### src/rtl/seven_segment_scanner.sv
// Time-multiplexed common-anode seven-segment scanner with frame-boundary double buffering.
// Optional macro SEVSEG_LEADING_ZERO_BLANK_EN blanks leading-zero digits (digit 0 always shown).
module seven_segment_scanner #(
  parameter int NUM_DIGITS   = 4,
  parameter int CLK_DIV      = 50000,
  parameter int BLANK_CYCLES = 16
) (
  input  logic                    clk,
  input  logic                    rst_n,
  input  logic [4*NUM_DIGITS-1:0] value,
  input  logic [NUM_DIGITS-1:0]   dp,
  input  logic                    load,
  input  logic                    enable,
  output logic                    pending,
  output logic [6:0]              segments,
  output logic                    dp_n,
  output logic [NUM_DIGITS-1:0]   digit_en_n
);

  localparam int DIV_W = $clog2(CLK_DIV);
  localparam int IDX_W = (NUM_DIGITS > 1) ? $clog2(NUM_DIGITS) : 1;
  localparam int VAL_W = 4 * NUM_DIGITS;
  localparam logic [DIV_W-1:0] DIV_LAST  = DIV_W'(CLK_DIV - 1);
  localparam logic [DIV_W-1:0] BLANK_LIM = DIV_W'(BLANK_CYCLES);
  localparam logic [IDX_W-1:0] IDX_LAST  = IDX_W'(NUM_DIGITS - 1);

  logic [DIV_W-1:0]      div_q, div_d;
  logic [IDX_W-1:0]      idx_q, idx_d;
  logic [VAL_W-1:0]      act_val_q, act_val_d, pend_val_q, pend_val_d;
  logic [NUM_DIGITS-1:0] act_dp_q, act_dp_d, pend_dp_q, pend_dp_d;
  logic                  pending_q, pending_d;
  logic [6:0]            segments_q, segments_d;
  logic                  dp_n_q, dp_n_d;
  logic [NUM_DIGITS-1:0] digit_en_n_q, digit_en_n_d;

  logic                  tc, frame_end, commit;
  logic [3:0]            nib;
  logic                  dp_sel;
  logic                  lz_blank;
  logic                  lit;
  logic [NUM_DIGITS-1:0] onehot_n;

  function automatic logic [6:0] seg_decode(input logic [3:0] n);
    logic [6:0] s;
    case (n)
      4'h0: s = 7'h40;  4'h1: s = 7'h79;  4'h2: s = 7'h24;  4'h3: s = 7'h30;
      4'h4: s = 7'h19;  4'h5: s = 7'h12;  4'h6: s = 7'h02;  4'h7: s = 7'h78;
      4'h8: s = 7'h00;  4'h9: s = 7'h10;  4'hA: s = 7'h08;  4'hB: s = 7'h03;
      4'hC: s = 7'h46;  4'hD: s = 7'h21;  4'hE: s = 7'h06;  default: s = 7'h0E;
    endcase
    return s;
  endfunction

  always_ff @(posedge clk or negedge rst_n) begin
    if (!rst_n) begin
      div_q        <= '0;
      idx_q        <= '0;
      act_val_q    <= '0;
      act_dp_q     <= '0;
      pend_val_q   <= '0;
      pend_dp_q    <= '0;
      pending_q    <= 1'b0;
      segments_q   <= 7'h7F;
      dp_n_q       <= 1'b1;
      digit_en_n_q <= '1;
    end else begin
      div_q        <= div_d;
      idx_q        <= idx_d;
      act_val_q    <= act_val_d;
      act_dp_q     <= act_dp_d;
      pend_val_q   <= pend_val_d;
      pend_dp_q    <= pend_dp_d;
      pending_q    <= pending_d;
      segments_q   <= segments_d;
      dp_n_q       <= dp_n_d;
      digit_en_n_q <= digit_en_n_d;
    end
  end

  // A load coinciding with a commit refills the pending buffer after the old contents move over.
  always_comb begin
    tc        = (div_q == DIV_LAST);
    frame_end = tc && (idx_q == IDX_LAST);
    commit    = frame_end && pending_q;
    div_d     = tc ? '0 : div_q + 1'b1;
    idx_d     = idx_q;
    if (tc) idx_d = (idx_q == IDX_LAST) ? '0 : idx_q + 1'b1;
    act_val_d  = commit ? pend_val_q : act_val_q;
    act_dp_d   = commit ? pend_dp_q : act_dp_q;
    pend_val_d = load ? value : pend_val_q;
    pend_dp_d  = load ? dp : pend_dp_q;
    pending_d  = load | (pending_q & ~commit);
  end

  always_comb begin
    nib      = 4'h0;
    dp_sel   = 1'b0;
    onehot_n = '1;
    for (int i = 0; i < NUM_DIGITS; i++) begin
      if (idx_q == IDX_W'(i)) begin
        nib         = act_val_q[4*i +: 4];
        dp_sel      = act_dp_q[i];
        onehot_n[i] = 1'b0;
      end
    end
  end

`ifdef SEVSEG_LEADING_ZERO_BLANK_EN
  always_comb begin : lz_calc
    logic hi_zero;
    hi_zero  = 1'b1;
    lz_blank = 1'b0;
    for (int i = NUM_DIGITS - 1; i >= 1; i--) begin
      hi_zero = hi_zero && (act_val_q[4*i +: 4] == 4'h0);
      if ((idx_q == IDX_W'(i)) && hi_zero) lz_blank = 1'b1;
    end
  end
`else
  assign lz_blank = 1'b0;
`endif

  always_comb begin
    lit          = enable && (div_q >= BLANK_LIM);
    segments_d   = 7'h7F;
    dp_n_d       = 1'b1;
    digit_en_n_d = '1;
    if (lit) begin
      segments_d   = lz_blank ? 7'h7F : seg_decode(nib);
      dp_n_d       = ~dp_sel;
      digit_en_n_d = onehot_n;
    end
  end

  assign pending    = pending_q;
  assign segments   = segments_q;
  assign dp_n       = dp_n_q;
  assign digit_en_n = digit_en_n_q;

endmodule

### config.mk
export PLATFORM = sky130hd
export DESIGN_NAME = seven_segment_scanner
export DESIGN_NICKNAME = d
export VERILOG_FILES = /design/src/rtl/seven_segment_scanner.sv
export SDC_FILE = /design/constraint.sdc
export NUM_CORES = 1
export LEC_CHECK = 0
export CAP_MARGIN = 10
export CORE_ASPECT_RATIO = 1.4
export CORE_MARGIN = 2
export CORE_UTILIZATION = 36
export CTS_CLUSTER_SIZE = 20
export DETAILED_ROUTE_END_ITERATION = 12
export HOLD_SLACK_MARGIN = 0.02
export PLACE_DENSITY = 0.56
export SETUP_SLACK_MARGIN = 0.15
export SLEW_MARGIN = 40
export SYNTH_ARGS = -nofsm -noshare
export SYNTH_HDL_FRONTEND = slang
export SYNTH_SLANG_ARGS = --single-unit
### constraint.sdc
create_clock -name clk -period 3.5 [get_ports clk]
set_clock_uncertainty 0.15 [all_clocks]
set_input_delay 0.875 -clock clk [delete_from_list [all_inputs] [get_ports clk]]
set_output_delay 0.875 -clock clk [all_outputs]
set_load 0.05 [all_outputs]
-- Word-level counts from Yosys, hierarchy flattened
Memory sizes are Yosys's and may differ from the RTL's.
Cells that the tools add are included.
- flip-flop bits (word level): 71
- ROM bits: 112
- word-level logic and storage cells: 43
- memories kept: 1
- memories (name ; words ; bits a word ; rd ports ; clocked after Yosys merged registers in ; write ports ; line ; source):
    (name not given) ; 16 ; 7 ; 1 ; 0 ; 0 ; 45 ; case (n)
- add/sub/neg operators: 2
- order comparisons: 1
- eq/ne operators: 4
- multiplexer cells: 17
- bitwise operators: 4
- reduce and logical (&&, ||, !) cells: 4
- operator list (kind ; count):
    4-bit two-way mux ; 5
    16-bit by 1-bit adder with 16-bit output, second input constant ; 1
    16-bit equality test, second input constant ; 1
    16-bit by 5-bit >= comparator with 1-bit output, second input constant ; 1
    16-bit two-way mux ; 1
    1-bit two-way mux ; 9
    7-bit two-way mux ; 1
    2-bit equality test, second input constant ; 2
    1-bit logical AND ; 3
    2-bit by 1-bit adder with 2-bit output, second input constant ; 1
    2-bit by 1-bit equality test with 1-bit output, second input constant ; 1
    2-bit zero test ; 1
    2-bit two-way mux ; 1
    1-bit inverter ; 2
    1-bit AND ; 1
    1-bit bitwise OR ; 1

-- Logic depth before layout (Yosys ltp)
- word-level depth: 7
- depth in mapped cells: 11

-- Worst setup path before layout
No wires, ideal clock.
- kind: flip-flop to flip-flop
- from: register idx_q[0]
- to: register segments_q[3], in the netlist segments[3]
- setup time: 0.098 ns
- arrival: 2.090 ns
- slack: 1.162 ns
- stages on the path, launching flop included: 11
- buffers on the path: 1
- cells stage by stage: dfrtp_1 > ha_1 > buf_2 > nor2b_1 > a22oi_1 > a221oi_2 > inv_1 > ha_1 > nor2_1 > a211oi_1 > o21ai_0
- cells in the longest elaborated chain, start to end: 7
- elaborated cells between the ends (all ways): 10
- RTL lines (element ; line ; source):
    start: declaration ; 28 ; logic [IDX_W-1:0] idx_q, idx_d;
    start signal: assignment ; 68 ; idx_q <= idx_d;
    2-bit zero test ; 100 ; if (idx_q == IDX_W'(i)) begin
    4-bit two-way mux (3 in a row) ; 100 ;
    4-bit two-way mux (*) ; 100 ;
    memory read 16 x 7 bit (*) ; - ;
    7-bit two-way mux (*) ; 127 ; if (lit) begin
    named net segments_d[3] ; 32 ; logic [6:0] segments_q, segments_d;
    end signal: assignment ; 74 ; segments_q <= segments_d;
    end: declaration ; 32 ;
Mark *: on every way through the listed nets, which the timed path passes. The rest lies on a longest branch.
A chain may end at the register's enable or synchronous reset.

-- Worst setup path in the final report
- from: register segments_q[3], in the netlist segments[3]
- to: output segments[3]
- RTL lines (element ; line ; source):
    end: declaration ; 15 ; output logic [6:0] segments,
No word-level cell between the ends.

==> metrics.cfg <==
[worst_setup_path]
r2r-start = idx_q[0]
rr_worst_depth = 8
cp_slowest_cell = clkdlybuf4s50_1
critPathArrivalTime_ns = 1.63
cp_slowest_stage_delay_ns = 0.79
cp.depth = 1
worst_setup_path_end_kind = primary output
setup.worst_path.class = reg -> out
startpoint_type = flip-flop
crit_family = buffers and inverters
worstPathRequired_ns = 2.47
crit_fanout = 1
crit_chain = clkdlybuf4s50_1
path_buf_inv = 1
crit_path_start = segments[3]

[placed_design]
gp_congestion = 0.812
port_buffers = 36
dp_cells = 397
placed_area_mm2 = 0.00375
dp_slack_ns = 0.860
dp.final_hpwl_mm = 4.00

[synthesis]
synth_area_mm2 = 0.00328
synth_compound_area_share_pct = 5.41
synth_mux_area_share_pct = 16.9
ys_warn_count = 0
ys_ff_latch = 71
syn_nets = 295
synth_top_family_by_area = multiplexers
syn-mean-instance-area_um2 = 12.7
synth-simple-area-share_pct = 11.7
synth_xor_area_share_pct = 3.73
yosysSeqAreaShare_pct = 54.6
ys_types = 43
synthAdderAreaFrac_pct = 4.57
syn_inst = 259

[finish]
final_common_cell = dfrtp_1
final_cell_mix = 59 x dfrtp_1, 34 x clkdlybuf4s50_1, 22 x nand2_1
finalNetCount = 337
stdcell_area_mm2 = 0.00403
num_antenna_cells = 0
seqCellArea_mm2 = 0.00179
final_util_pct = 45.1
fin_cells = 413
multi_input_area_mm2 = 0.00139
drive_above_1_share_pct = 25.5
fillerInstances = 858
area_delta_synth_final_pct = 22.6

[timing]
hold_violations = 0
min_period_over_period_pct = 75.9
grt_setup_unrepaired = false
whs_ns = 0.344
max_slew_margin_pct = 64.3
drv_slew = 0
finalWorstPathRequiredPeriod_ns = 2.66
setup_violations = 0
setup_tns_ns = 0
max_freq_ghz = 0.376
tightest_slew_ns = 0.536
setup_ws_ns = 0.843

[clock_tree]
insertion_delay_ns = 0.33
postCtsHoldBufs = 0
cts_buffers = 9
cts_resized = 0
post_cts_buffers = 0
cts_buffer_depth = 2
cts.sinks = 71
clk_pin_slew_ns = 0.06
cts_tree = yes
root_buffer = clkbuf_16
htreeDepth = 3

[worst_hold_path]
min_path_type = reg -> reg
min_from = pend_val_q[9]
hold_depth = 1

[outcome]
status = finished, final reports clean

[global_route]
grt_pass1_wl_mm = 9.84
grt-ovfl-total = 0
grt_max_degree = 26
grt_usage_pct = 12.9
grt_pass1_vias = 2015
antenna_found_initial = 0

[floorplanning]
io_pins = 37
rows = 41
coreArea_mm2 = 0.00893
die_h_um = 117
die-width_um = 84.7
start_util_pct = 36.8
fp.dieArea_mm2 = 0.00991

[detailed_routing]
via_per_inst = 4.87
routed_wl_mm = 5.59
remaining_drc_errors = 0
final_antenna_net_count = 0
dr.pass1.iters = 4
wl_per_cell_um = 13.5
drt_iter0_drc = 86
num_vias = 2013

[pwr]
p_per_area_mw_per_mm2 = 447
ir_drop_uv = 378
power_leakage_nw = 1.85
p_total_mw = 1.80

[job]
maxCapViolCount = 0

-- flip-flops by register name (all words and copies together) (netlist names) --
| name | flops |
|---|---|
| act_dp_q | 4 |
| act_val_q | 16 |
| digit_en_n | 4 |
| div_q | 16 |
| dp_n | 1 |
| idx_q | 2 |
| pend_dp_q | 4 |
| pend_val_q | 16 |
| pending | 1 |
| segments | 7 |
-- worst reg2reg max path: stages, from the launching register on --
cell	delay (ns)
dfrtp_1	0.39
ha_1	0.52
nor2_1	0.20
a221oi_2	0.43
inv_1	0.17
ha_1	0.33
nor2_1	0.05
a211oi_1	0.20
o21ai_0	0.09
-- layout make-up --
| type | instances | share of cell area (%) |
|---|---|---|
| tap | 107 | 3.33 |
| sequential | 71 | 44.5 |
| timing repair buffer | 41 | 9.64 |
| multi-input combinational | 166 | 34.5 |
| clock buffer | 13 | 6.47 |
| clock inverter | 3 | 0.435 |
| inverter | 12 | 1.12 |
-- final timing paths --
path | endpoint | slack [ns]
setup / recovery | segments[3] | 0.84
hold / removal | act_val_q[9] | 0.34
setup reg to reg | segments[3] | 0.88
hold reg to reg | act_val_q[9] | 0.34
max in group asynchronous | dp_n | 2.09
min in group asynchronous | act_val_q[13] | 0.36
-- Yosys cell counts --
cell type / number / area [um2]
a311o_1: 1 / 10.0
or2_2: 1 / 6.26
o221ai_1: 4 / 35.0
o31ai_1: 1 / 7.51
a21oi_1: 3 / 15.0
or2_1: 1 / 6.26
nand3b_1: 2 / 15.0
dfstp_2: 12 / 315
a211oi_1: 1 / 7.51
o31a_1: 1 / 8.76
buf_2: 4 / 20.0
mux2_4: 20 / 300
nor3_1: 2 / 10.0
a221oi_2: 1 / 15.0
o211ai_1: 1 / 7.51
inv_1: 12 / 45.0
a311oi_1: 1 / 8.76
mux2i_1: 3 / 30.0
clkbuf_1: 4 / 15.0
nor3b_1: 3 / 22.5
xnor2_1: 5 / 43.8
o22ai_1: 1 / 6.26
a22oi_1: 1 / 7.51
o21ai_0: 5 / 25.0
a221oi_1: 1 / 8.76
mux2_2: 20 / 225
and4b_1: 1 / 10.0
nand3_1: 6 / 30.0
xor2_1: 9 / 78.8
nor2_1: 18 / 67.6
nand2_1: 22 / 82.6
a21o_1: 2 / 15.0
nand4_1: 4 / 25.0
and2_1: 1 / 6.26
nor4_4: 1 / 21.3
ha_1: 12 / 150
dfrtp_1: 59 / 1480
buf_6: 2 / 22.5
or4_1: 1 / 7.51
nand2b_1: 1 / 6.26
nand3_2: 1 / 10.0
nor4_2: 1 / 12.5
nor2b_1: 7 / 43.8
-- power breakdown --
part	total (mW)	internal (mW)	switching, mW	leakage (nW)
sequential	0.865	0.852	0.0128	0.885
combinational	0.100	0.0526	0.0475	0.831
clock	0.834	0.516	0.318	0.136
-- cells by family (layout without fill, tap and decap cells) --
family                   count (synthesis)  in the layout
AND/OR/NAND/NOR                         73             73
multiplexers                            43             43
XOR/XNOR                                14             14
adder cells (fa/ha/maj)                 12             12
AO/OA/AOI/OAI                           24             24
buffers and inverters                   22             69
flip-flops                              71             71
-- routing by layer --
metal / part of all wire [%] / wire, um / GRT usage, %
met1: 46 / 2590 / 16.4
met2: 47 / 2610 / 19.6
met3: 3.6 / 201 / 2.88
met4: 3.3 / 182 / 8.89
met5: 0 / 0 / 0
Note: power is estimated with default switching activity, not from simulation.
